===== config.mk =====
export PLATFORM = sky130hd
export DESIGN_NAME = pc_seq_unit
export DESIGN_NICKNAME = d
export VERILOG_FILES = /design/src/rtl/pc_seq_unit.sv
export SDC_FILE = /design/constraint.sdc
export NUM_CORES = 1
export LEC_CHECK = 0
export BUFFER_PORTS_ARGS = -buffer_cell sky130_fd_sc_hd__buf_2
export CAP_MARGIN = 20
export CORE_MARGIN = 1
export CORE_UTILIZATION = 30
export CTS_CLUSTER_DIAMETER = 40
export DETAILED_ROUTE_END_ITERATION = 8
export GPL_ROUTABILITY_DRIVEN = 0
export PLACE_DENSITY_LB_ADDON = 0.3
export SLEW_MARGIN = 0
export SYNTH_ARGS = -nofsm -noshare
export SYNTH_HDL_FRONTEND = slang
export SYNTH_SLANG_ARGS = --single-unit

===== constraint.sdc =====
create_clock -name CLK -period 5.3 [get_ports CLK]
set_input_delay 0.265 -clock CLK [delete_from_list [all_inputs] [get_ports CLK]]
set_output_delay 0.265 -clock CLK [all_outputs]
set_load 0.02 [all_outputs]

===== src/rtl/pc_seq_unit.sv =====
// Program-counter unit: next-address select, PC register, incrementer and a
// bounded return-address stack with sticky overflow/underflow flags.
module pc_seq_unit #(
  parameter int                 ADDR_W    = 10,
  parameter int                 RAS_DEPTH = 8,
  parameter logic [ADDR_W-1:0]  INTR_VEC  = ADDR_W'('h3FF),
  parameter logic [ADDR_W-1:0]  RESET_VEC = ADDR_W'('h000)
) (
  input  logic              CLK,
  input  logic              RST_N,
  input  logic              PC_LD,
  input  logic              PC_INC,
  input  logic [1:0]        PC_MUX_SEL,
  input  logic [ADDR_W-1:0] FROM_IMMED,
  input  logic [ADDR_W-1:0] FROM_STACK,
  input  logic              CALL_PUSH,
  input  logic              ERR_CLR,
  output logic [ADDR_W-1:0] PC_COUNT,
  output logic [ADDR_W-1:0] RAS_TOP,
  output logic              RAS_EMPTY,
  output logic              RAS_FULL,
  output logic              RAS_OVF,
  output logic              RAS_UNF
);

  localparam int PTR_W = $clog2(RAS_DEPTH + 1);
  localparam int IDX_W = $clog2(RAS_DEPTH);

  logic [ADDR_W-1:0] pc_q, pc_d, pc_plus1;
  logic [PTR_W-1:0]  cnt_q, cnt_d, top_ptr;
  logic [ADDR_W-1:0] ras_mem [RAS_DEPTH];
  logic [IDX_W-1:0]  wr_idx;
  logic              wr_en;
  logic              ovf_q, unf_q, set_ovf, set_unf;

  assign pc_plus1  = pc_q + ADDR_W'(1);
  assign top_ptr   = cnt_q - PTR_W'(1);
  assign RAS_EMPTY = (cnt_q == '0);
  assign RAS_FULL  = (cnt_q == PTR_W'(RAS_DEPTH));
  assign RAS_TOP   = RAS_EMPTY ? '0 : ras_mem[top_ptr[IDX_W-1:0]];
  assign PC_COUNT  = pc_q;
  assign RAS_OVF   = ovf_q;
  assign RAS_UNF   = unf_q;

  always_comb begin
    pc_d    = pc_q;
    cnt_d   = cnt_q;
    wr_en   = 1'b0;
    wr_idx  = cnt_q[IDX_W-1:0];
    set_ovf = 1'b0;
    set_unf = 1'b0;
    if (PC_LD) begin
      case (PC_MUX_SEL)
        2'd0: pc_d = FROM_IMMED;
        2'd1: pc_d = FROM_STACK;
        2'd2: pc_d = INTR_VEC;
        default: begin
          // return; with CALL_PUSH the top entry is swapped in place
          if (RAS_EMPTY) begin
            set_unf = 1'b1;
          end else begin
            pc_d = RAS_TOP;
            if (CALL_PUSH) begin
              wr_en  = 1'b1;
              wr_idx = top_ptr[IDX_W-1:0];
            end else begin
              cnt_d = top_ptr;
            end
          end
        end
      endcase
      if (CALL_PUSH && PC_MUX_SEL != 2'd3) begin
        if (RAS_FULL) begin
          set_ovf = 1'b1;
        end else begin
          wr_en = 1'b1;
          cnt_d = cnt_q + PTR_W'(1);
        end
      end
    end else if (PC_INC) begin
      pc_d = pc_plus1;
    end
  end

  always_ff @(posedge CLK or negedge RST_N) begin
    if (!RST_N) begin
      pc_q  <= RESET_VEC;
      cnt_q <= '0;
      ovf_q <= 1'b0;
      unf_q <= 1'b0;
    end else begin
      pc_q  <= pc_d;
      cnt_q <= cnt_d;
      ovf_q <= set_ovf | (ovf_q & ~ERR_CLR);
      unf_q <= set_unf | (unf_q & ~ERR_CLR);
    end
  end

  // storage is don't-care beyond the count, so it carries no reset
  always_ff @(posedge CLK) begin
    if (wr_en) ras_mem[wr_idx] <= pc_plus1;
  end

endmodule


## Yosys cells after proc, flatten, opt, wreduce, memory -nomap -nowiden

Memories as Yosys holds them, arrays and structs flattened.
Cells that the tools add are included.

| word-level totals | value |
|---|---|
| bits in registers | 16 |
| bits in latches | 0 |
| memory bits (writable) | 80 |
| ROM bits | 0 |
| input bits | 28 |
| output and inout bits | 24 |
| logic and storage cells | 52 |
| memories kept | 1 |

Memories:

| memory | words | bits a word | rd ports | clocked after Yosys merged registers in | wr ports | line | source |
|---|---|---|---|---|---|---|---|
| ras_mem | 8 | 10 | 1 | 0 | 1 | 31 | `logic [ADDR_W-1:0] ras_mem [RAS_DEPTH];` |

| operators by class | value |
|---|---|
| $add $sub $neg | 3 |
| multipliers | 0 |
| divide/modulo/power cells | 0 |
| $lt $le $gt $ge | 0 |
| equality and inequality tests | 5 |
| shifts and indexed selects | 0 |
| mux-type cells | 28 |
| bitwise gates (word level) | 5 |
| reductions and logical operators | 6 |

Operator list:

| cell | count |
|---|---|
| 2-to-1 mux 10 bit | 4 |
| case mux 10 bit (3 select lines) | 1 |
| 2-to-1 mux 4 bit | 5 |
| 2-to-1 mux 1 bit | 14 |
| 2-to-1 mux 3 bit | 4 |
| adder 10 x 1 -> 10 bit, second input constant | 1 |
| != test 5 x 2 -> 1 bit, second input constant | 1 |
| adder 4 x 1 -> 4 bit, second input constant | 1 |
| equality test 4 bit, second input constant | 1 |
| logical NOT 4 bit | 1 |
| subtractor 4 x 1 -> 4 bit, second input constant | 1 |
| OR reduction 3 bit | 1 |
| AND 1 bit | 2 |
| equality test 2 x 1 -> 1 bit, second input constant | 1 |
| equality test 2 bit, second input constant | 1 |
| logical NOT 2 bit | 1 |
| != test 2 bit, second input constant | 1 |
| OR 1 bit | 2 |
| AND reduction 2 bit | 1 |
| nonzero test 2 bit | 1 |
| logical AND 1 bit | 1 |
| NOT 1 bit | 1 |

## Logic depth before layout (Yosys ltp)

Gate-level depths: netlist (run 1).

| depth | value |
|---|---|
| depth after elaboration | 8 |
| mapped depth | 13 |
| mapped depth without buffers | 8 |

## Worst setup path after synthesis (run 1)

Ideal clock, no wire load.

| path | value |
|---|---|
| path type | flip-flop to flip-flop |
| start | register cnt_q[0] |
| end | memory ras_mem[1][0] (enable) |
| arrival | 3.194 ns |
| data required time | 4.910 ns |
| slack | 1.716 ns |
| cell stages (with the launch flop) | 13 |
| period minus slack after synthesis | 3.584 ns |
| path through | dfrtp_1 > buf_4 > buf_4 > buf_6 > buf_6 > inv_1 > ha_1 > and3b_2 > clkbuf_1 > a311o_1 > mux2i_1 > nand2_1 > nor3_1 |

| between the ends | value |
|---|---|
| elaborated cells on any way between the ends | 14 |
| classes of those cells | add/sub: 1; eq/ne: 1; mux: 11; reduce/logical: 1 |

RTL lines:

| what | line | source |
|---|---|---|
| start: declaration | 30 | `logic [PTR_W-1:0] cnt_q, cnt_d, top_ptr;` |
| start signal: assignment | 93 | `cnt_q <= cnt_d;` |
| equality test 4 bit | 39 | `assign RAS_FULL = (cnt_q == PTR_W'(RAS_DEPTH));` |
| via RAS_FULL | 21 | `output logic RAS_FULL,` |
| 2-to-1 mux 1 bit | 73 | `if (RAS_FULL) begin` |
| 2-to-1 mux 1 bit | 72 | `if (CALL_PUSH && PC_MUX_SEL != 2'd3) begin` |
| 2-to-1 mux 1 bit | 52 | `if (PC_LD) begin` |
| 2-to-1 mux 1 bit | 101 | `if (wr_en) ras_mem[wr_idx] <= pc_plus1;` |
| 2-to-1 mux 1 bit (not written as such) | 101 |  |
| end: declaration | 31 |  |

The timed path passes the listed nets, and every way through them passes these cells.

## Worst setup path after layout (run 1)

| path | value |
|---|---|
| start | register cnt_q[0] |
| end | output RAS_TOP[9] |

| between the ends | value |
|---|---|
| longest elaborated chain between the ends | 3 |
| elaborated cells on any way between the ends | 4 |
| classes of those cells | add/sub: 1; mux: 1; reduce/logical: 1; memory: 1 |

RTL lines:

| what | line | source |
|---|---|---|
| subtractor 4 x 1 -> 4 bit | 37 | `assign top_ptr = cnt_q - PTR_W'(1);` |
| memory read (8 x 10 bit) | -- |  |
| 2-to-1 mux 10 bit (*) | 40 | `assign RAS_TOP = RAS_EMPTY ? '0 : ras_mem[top_ptr[IDX_W-1:0]];` |
| end: declaration | 19 | `output logic [ADDR_W-1:0] RAS_TOP,` |

Mark *: on every way between the ends. The rest lies on a longest branch, timed or not.

==> summary.txt, run 1 <==
Final nets -> 440
Post-synth EDFFs -> 80
total wire length -> 12400 um
Setup TNS -> 0 ns
share of the synthesized area in the top cell type -> 51.4%
Die W -> 127 um
maxcap violations -> 0
Cell variety after synth -> 54
ys flop type -> edfxtp_1
P_leak -> 2.00 nW
first-pass GRT wire length -> 18600 um
GRT Total Usage -> 16.0%
f_max -> 260 MHz
Num CTS Buffers -> 9
ys async rst share -> 16.7%
period utilisation layout -> 72.4%
synthesized area -> 0.00467 sq mm
WL/cell -> 20.7 um
TritonCTS clock tree -> done
Synth Register Bits -> 96
worst hold margin -> 0.116 ns
initial core utilization -> 30.7%
synth warn -> 0
vias in the first global route -> 3091
DIE AREA -> 0.0161 sq mm
drt initial violations -> 252
DP Wirelength -> 8600 um
Worst Clk Skew -> 0.00859 ns
clock-pin slew on the worst setup and hold paths -> 0.07 ns
final setup vio count -> 0
ant diodes -> 0
postcts setup bufs -> 0
pwr dens -> 604 mW/mm^2
# rows -> 45
status -> completed
sequential area share after synthesis -> 60.0%
Antenna Nets Post-Route -> 0
initial antenna violation count -> 0
Hold WC Path Type -> in2reg
Setup crit end kind -> primary output
syn_nets -> 389
CP bufs+invs -> 2
main area contributors after synthesis -> edfxtp_1 51%, dfrtp_1 8.6%, mux2i_1 4.9%
Area Overhead vs Synth -> 15.8%
H-tree depth -> 3
layout cells sized above 1 -> 23.8%
crit-path leading delay family -> flip-flops
clk sinks -> 96
normalized max-slew margin -> 29.4%
synthesized area per cell -> 13.3 sq um
largest net degree at the start of global routing -> 38
critical path cell sequence -> inv_1 > ha_1 > mux4_2 > mux2i_1 > nor2_1 > buf_2
area leader, netlist -> edfxtp_1
post-synthesis cell count -> 352
Slowest-stage cell, CP -> dfrtp_2
startpoint types -> flop
io pins -> 52
most numerous cell in the Yosys netlist -> edfxtp_1
Critical Path RT -> 5.04 ns
Worst-Skew Late Latency -> 0.35 ns
max incr delay on CP -> 1.06 ns
Core ar. -> 0.0152 sq mm
Max Slew Vio Count -> 0
commonest cells in the netlist -> 80 x edfxtp_1, 24 x nor2_1, 23 x mux2i_1, 16 x dfrtp_1, 16 x nand2_1
DR DRC count -> 0
Vias -> 3173
CTS resizes -> 0
WS Path Type -> reg2out
Die Ht -> 127 um
clk buf depth -> 2
worst-path fanout max -> 37
total grt overflow -> 0
RSZ-0062 raised after global routing -> false
VDD IR-drop max -> 0.273 mV
IO buf count -> 51
Final Hold Fails -> 0
CP arrival -> 3.57 ns
Slew @ Worst Pin -> 1.06 ns
Vias/cell -> 5.32
Tmin final -> 3.84 ns
root buffer cell -> clkbuf_16
DRT Pass-1 Iters -> 4
-- cells by family (layout without fill, tap and decap cells) --
group	Yosys count	in the layout	share of synthesized area [%]
adders and majority gates	9	9	2.41
muxes	38	38	11.0
DFF	96	96	60.0
AOI/OAI and AO/OA	72	72	11.0
and+or+nand+nor	91	91	9.80
xor gates and xnor gates	11	11	2.06
buffers and inverters	35	91	3.78
-- per-layer routing --
layer / vias up / track usage [%] / share of wire (%)
met4: 0 / 8.05 / 2.7
li1: 1461 / - / -
met5: - / 0 / 0
met2: 107 / 25.3 / 47
met1: 1586 / 21.7 / 45
met3: 19 / 1.73 / 5.3
-- path summary, 6_finish.rpt --
check | start | endpoint | slack [ns] | cells after the start
max in group asynchronous | RST_N | cnt_q[0] | 4.61 | 2
worst min register to register | RAS_OVF | RAS_OVF | 0.54 | 2
worst min-delay path | ERR_CLR | RAS_UNF | 0.12 | 2
min in group asynchronous | RST_N | RAS_OVF | 0.37 | 2
worst max-delay path | cnt_q[0] | RAS_TOP[9] | 1.46 | 6
worst max register to register | cnt_q[0] | PC_COUNT[8] | 1.88 | 6
-- layout make-up --
| type | count | area, sq um |
|---|---|---|
| Tap cell | 188 | 235 |
| Multi-Input combinational cell | 221 | 1690 |
| Inverter | 14 | 52.6 |
| Timing Repair Buffer | 61 | 333 |
| Clock buffer | 9 | 225 |
| Clock inverter | 7 | 65.1 |
| Fill cell | 1486 | 9800 |
| Sequential cell | 96 | 2800 |
-- cells in the final DEF, fill, tap and decap left out, types with 10 or more instances in the layout --
cell type	Yosys	final
nand3_1	12	12
edfxtp_1	80	80
mux4_2	10	10
nor2_1	24	24
a21oi_1	11	11
buf_2	3	51
nand2_1	16	16
inv_1	13	13
mux2i_1	23	23
o21ai_0	13	13
dfrtp_1	16	15
nor3_1	10	10
-- sequential cells by signal, indices dropped and copies added, names as in the netlist --
signal and flops:
RAS_UNF 1, ras_mem 80, RAS_OVF 1, cnt_q 4, PC_COUNT 10
-- stage by stage --
| step | power (mW) | std cells | util [%] | cell area (sq um) | setup slack (ns) |
|---|---|---|---|---|---|
| after global routing | 3.44 | 596 | 35.6 | 5410 | 1.27 |
| after global placement | 2.62 | 579 | 33.6 | 5110 | 1.92 |
| final | 3.27 | 596 | 35.6 | 5410 | 1.46 |
| after CTS | 3.28 | 596 | 35.6 | 5410 | 1.42 |
| after detailed placement | 2.64 | 579 | 33.6 | 5110 | 1.82 |
| after floorplan | 2.17 | 352 | - | 4670 | 1.72 |
-- report_power, final --
group	internal, mW	switching (mW)	total, mW
Sequential	1.03	0.175	1.20
Clock	0.328	0.310	0.638
Combinational	0.537	0.891	1.43
Total	1.89	1.38	3.27
-- timing repair --
item | in CTS | in global routing
endpoints found under the hold margin | 16 | 0
endpoints found under the setup margin | 0 | 0
hold buffers | 1 | 0
(Power assumes the default switching activity.)
==> inputs of run 2 (changes only) <==
--- a/config.mk
+++ b/config.mk
@@ -5,6 +5,7 @@
 export SDC_FILE = /design/constraint.sdc
 export NUM_CORES = 1
 export LEC_CHECK = 0
+export ABC_AREA = 1
 export BUFFER_PORTS_ARGS = -buffer_cell sky130_fd_sc_hd__buf_2
 export CAP_MARGIN = 20
 export CORE_MARGIN = 1
==> constraint.sdc (replaced) <==
create_clock -name CLK -period 3.8 [get_ports CLK]
set_input_delay 0.19 -clock CLK [delete_from_list [all_inputs] [get_ports CLK]]
set_output_delay 0.19 -clock CLK [all_outputs]
set_load 0.02 [all_outputs]
==> run 2 against run 1 <==
  * Non-clock buffer count decreased by 7
  * Clock-buffer cell count increased by 1
  * Synthesized cell count is 63% higher
  * Die area grew 8.6%
  * Largest power group unchanged
==> summary.txt, run 2 <==
ys async rst share -> 16.7%
# rows -> 47
Worst Clk Skew -> 0.0109 ns
initial core utilization -> 30.7%
f_max -> 317 MHz
Post-synth EDFFs -> 80
WL/cell -> 15.3 um
RSZ-0062 raised after global routing -> false
synthesized area per cell -> 8.85 sq um
syn_nets -> 611
post-synthesis cell count -> 574
TritonCTS clock tree -> done
most numerous cell in the Yosys netlist -> nand2_1
Slowest-stage cell, CP -> nor2_1
post-place instance area -> 0.00548 sq mm
Synth Register Bits -> 96
area leader, netlist -> edfxtp_1
DP Wirelength -> 9170 um
main area contributors after synthesis -> edfxtp_1 47%, nand2_1 15%, dfrtp_1 7.9%
period utilisation layout -> 83.1%
drt initial violations -> 390
DRT Pass-1 Iters -> 5
first-pass GRT wire length -> 20900 um
R2R cell count -> 11
largest net degree at the start of global routing -> 45
worst-path fanout max -> 44
Tmin final -> 3.16 ns
WS Path Type -> reg2reg
CTS resizes -> 0
crit-path leading delay family -> simple AND/OR/NAND/NOR gates
Area Overhead vs Synth -> 14.5%
Vias/cell -> 4.74
Die W -> 132 um
Final nets -> 651
sequential area share after synthesis -> 55.2%
CP bufs+invs -> 2
ant diodes -> 0
vias in the first global route -> 3873
maxcap violations -> 0
hold path cells -> 2
most frequent cells in the layout -> 204 x nand2_1, 80 x edfxtp_1, 76 x inv_1
clk sinks -> 96
Final Hold Fails -> 0
most common cell after layout, fill and taps aside -> nand2_1
total wire length -> 12900 um
commonest cells in the netlist -> 204 x nand2_1, 80 x edfxtp_1, 76 x inv_1, 75 x nand3_1, 18 x nor2_1
CP arrival -> 3.12 ns
Most flops, register -> ras_mem
Hold Crit Start -> ERR_CLR
initial antenna violation count -> 0
final setup vio count -> 0
Max Slew Vio Count -> 0
Core ar. -> 0.0165 sq mm
DIE AREA -> 0.0174 sq mm
final instance area -> 0.00581 sq mm
Cell variety after synth -> 39
fin util -> 35.2%
normalized max-slew margin -> 33.8%
Slew @ Worst Pin -> 0.990 ns
worst flop-to-flop path startpoint -> cnt_q[0]
Die Ht -> 132 um
pwr dens -> 791 mW/mm^2
critical path cell sequence -> inv_4 > ha_1 > inv_1 > nand2_1 > nand2_2 > nand2_1 > o21ai_0 > nand3_1 > nand3_1 > nand2b_1 > nor2_1
Critical Path RT -> 3.77 ns
synthesized area -> 0.00508 sq mm
GRT Total Usage -> 15.7%
root buffer cell -> clkbuf_16
hold worst-path end -> RAS_UNF
io pins -> 52
max incr delay on CP -> 0.76 ns
clk buf depth -> 2
VDD IR-drop max -> 0.259 mV
synth warn -> 0
Antenna Nets Post-Route -> 0
H-tree depth -> 3
clock-pin slew on the worst setup and hold paths -> 0.07 ns
Worst-Skew Late Latency -> 0.35 ns
P_leak -> 2.63 nW
Num CTS Buffers -> 9
IO buf count -> 51
Hold WC Path Type -> in2reg
reg-to-reg slack, setup -> 0.64 ns
total grt overflow -> 0
worst reg2reg endpoint -> ras_mem[1][2]
DR DRC count -> 0
layout cells sized above 1 -> 14.5%
Vias -> 3978
startpoint types -> flop
max FFs per register -> 80
share of the synthesized area in the top cell type -> 47.3%
status -> completed
Setup crit end kind -> flop
Setup TNS -> 0 ns
ys flop type -> edfxtp_1
## run 2: cell count changes in the layout (fill, tap and decap cells not counted), moves of 6 or more
cell     delta
nor2_1      -6
nand3_1    +63
mux4_2     -10
mux2i_1    -23
inv_1      +63
buf_4       -7
a22oi_1     -6
nor3_1      -8
nand2_1   +188
## run 2: logic make-up after synthesis
kind of cell	count (synthesis)	synth area share [%]
xor+xnor	8	1.53
compound gates	29	3.50
buf+inv	107	9.22
fa+ha+maj	9	2.22
simple gates	325	28.3
flops	96	55.2
## run 2: final cells by class
class	instances	area, sq um
fillers	1694	10700
flip-flops and latches	96	2800
multi-input cells	371	1810
inverters	82	329
repair buffers	54	280
well taps	220	275
clock buffers	10	229
clock inverters	6	91.3
## run 2: through the flow
step | setup WS (ns) | std cells | hold slack [ns] | power, mW
final | 0.642 | 839 | 0.0496 | 4.60
after global routing | 0.318 | 839 | 0.0705 | 4.86
after CTS | 0.645 | 839 | 0.0428 | 4.61
after detailed placement | 0.669 | 822 | 0.149 | 3.63
after global placement | 0.752 | 822 | 0.139 | 3.61
after floorplan | 1.22 | 574 | -0.106 | 2.94
## run 2: power by group
part	total [mW]	leakage (nW)	switching, mW	internal (mW)
Sequential	1.48	0.917	0.104	1.38
Clock	0.977	0.145	0.397	0.579
Combinational	2.14	1.57	1.56	0.584
## run 2: what timing repair did
| action | in CTS | in global routing |
|---|---|---|
| setup buffers | 0 | 0 |
| hold buffers | 1 | 0 |
| setup endpoints to repair | 0 | 0 |
| hold endpoints to repair | 16 | 0 |
## run 2: worst register-to-register path: cells and delay by family, from the launching register on
kind	cells	cell delay [ns]
and+or+nand+nor	7	1.51
buffers and inverters	2	0.42
DFF	1	0.40
adders and majority gates	1	0.36
AOI/OAI and AO/OA	1	0.08
## run 2: layer usage
metal  global-route usage, %  share of wire, %  up-vias
met5                       0                 0        -
met4                    7.36               2.4        0
met3                    1.77               5.5       23
met2                    25.4                46      159
met1                    21.1                46     1868
li1                        -                 -     1928
## run 2: worst max path at each step
stage	depth (start not counted)	start	end	slack (ns)
6_report	11	cnt_q[0]	ras_mem[1][2]	0.64
5_1_grt	11	cnt_q[0]	ras_mem[1][2]	0.32
4_1_cts	11	cnt_q[0]	ras_mem[1][2]	0.64
3_5_place_dp	11	cnt_q[0]	ras_mem[1][7]	0.67
3_3_place_gp	11	cnt_q[0]	ras_mem[1][6]	0.75
2_1_floorplan	11	cnt_q[0]	ras_mem[1][0]	1.22
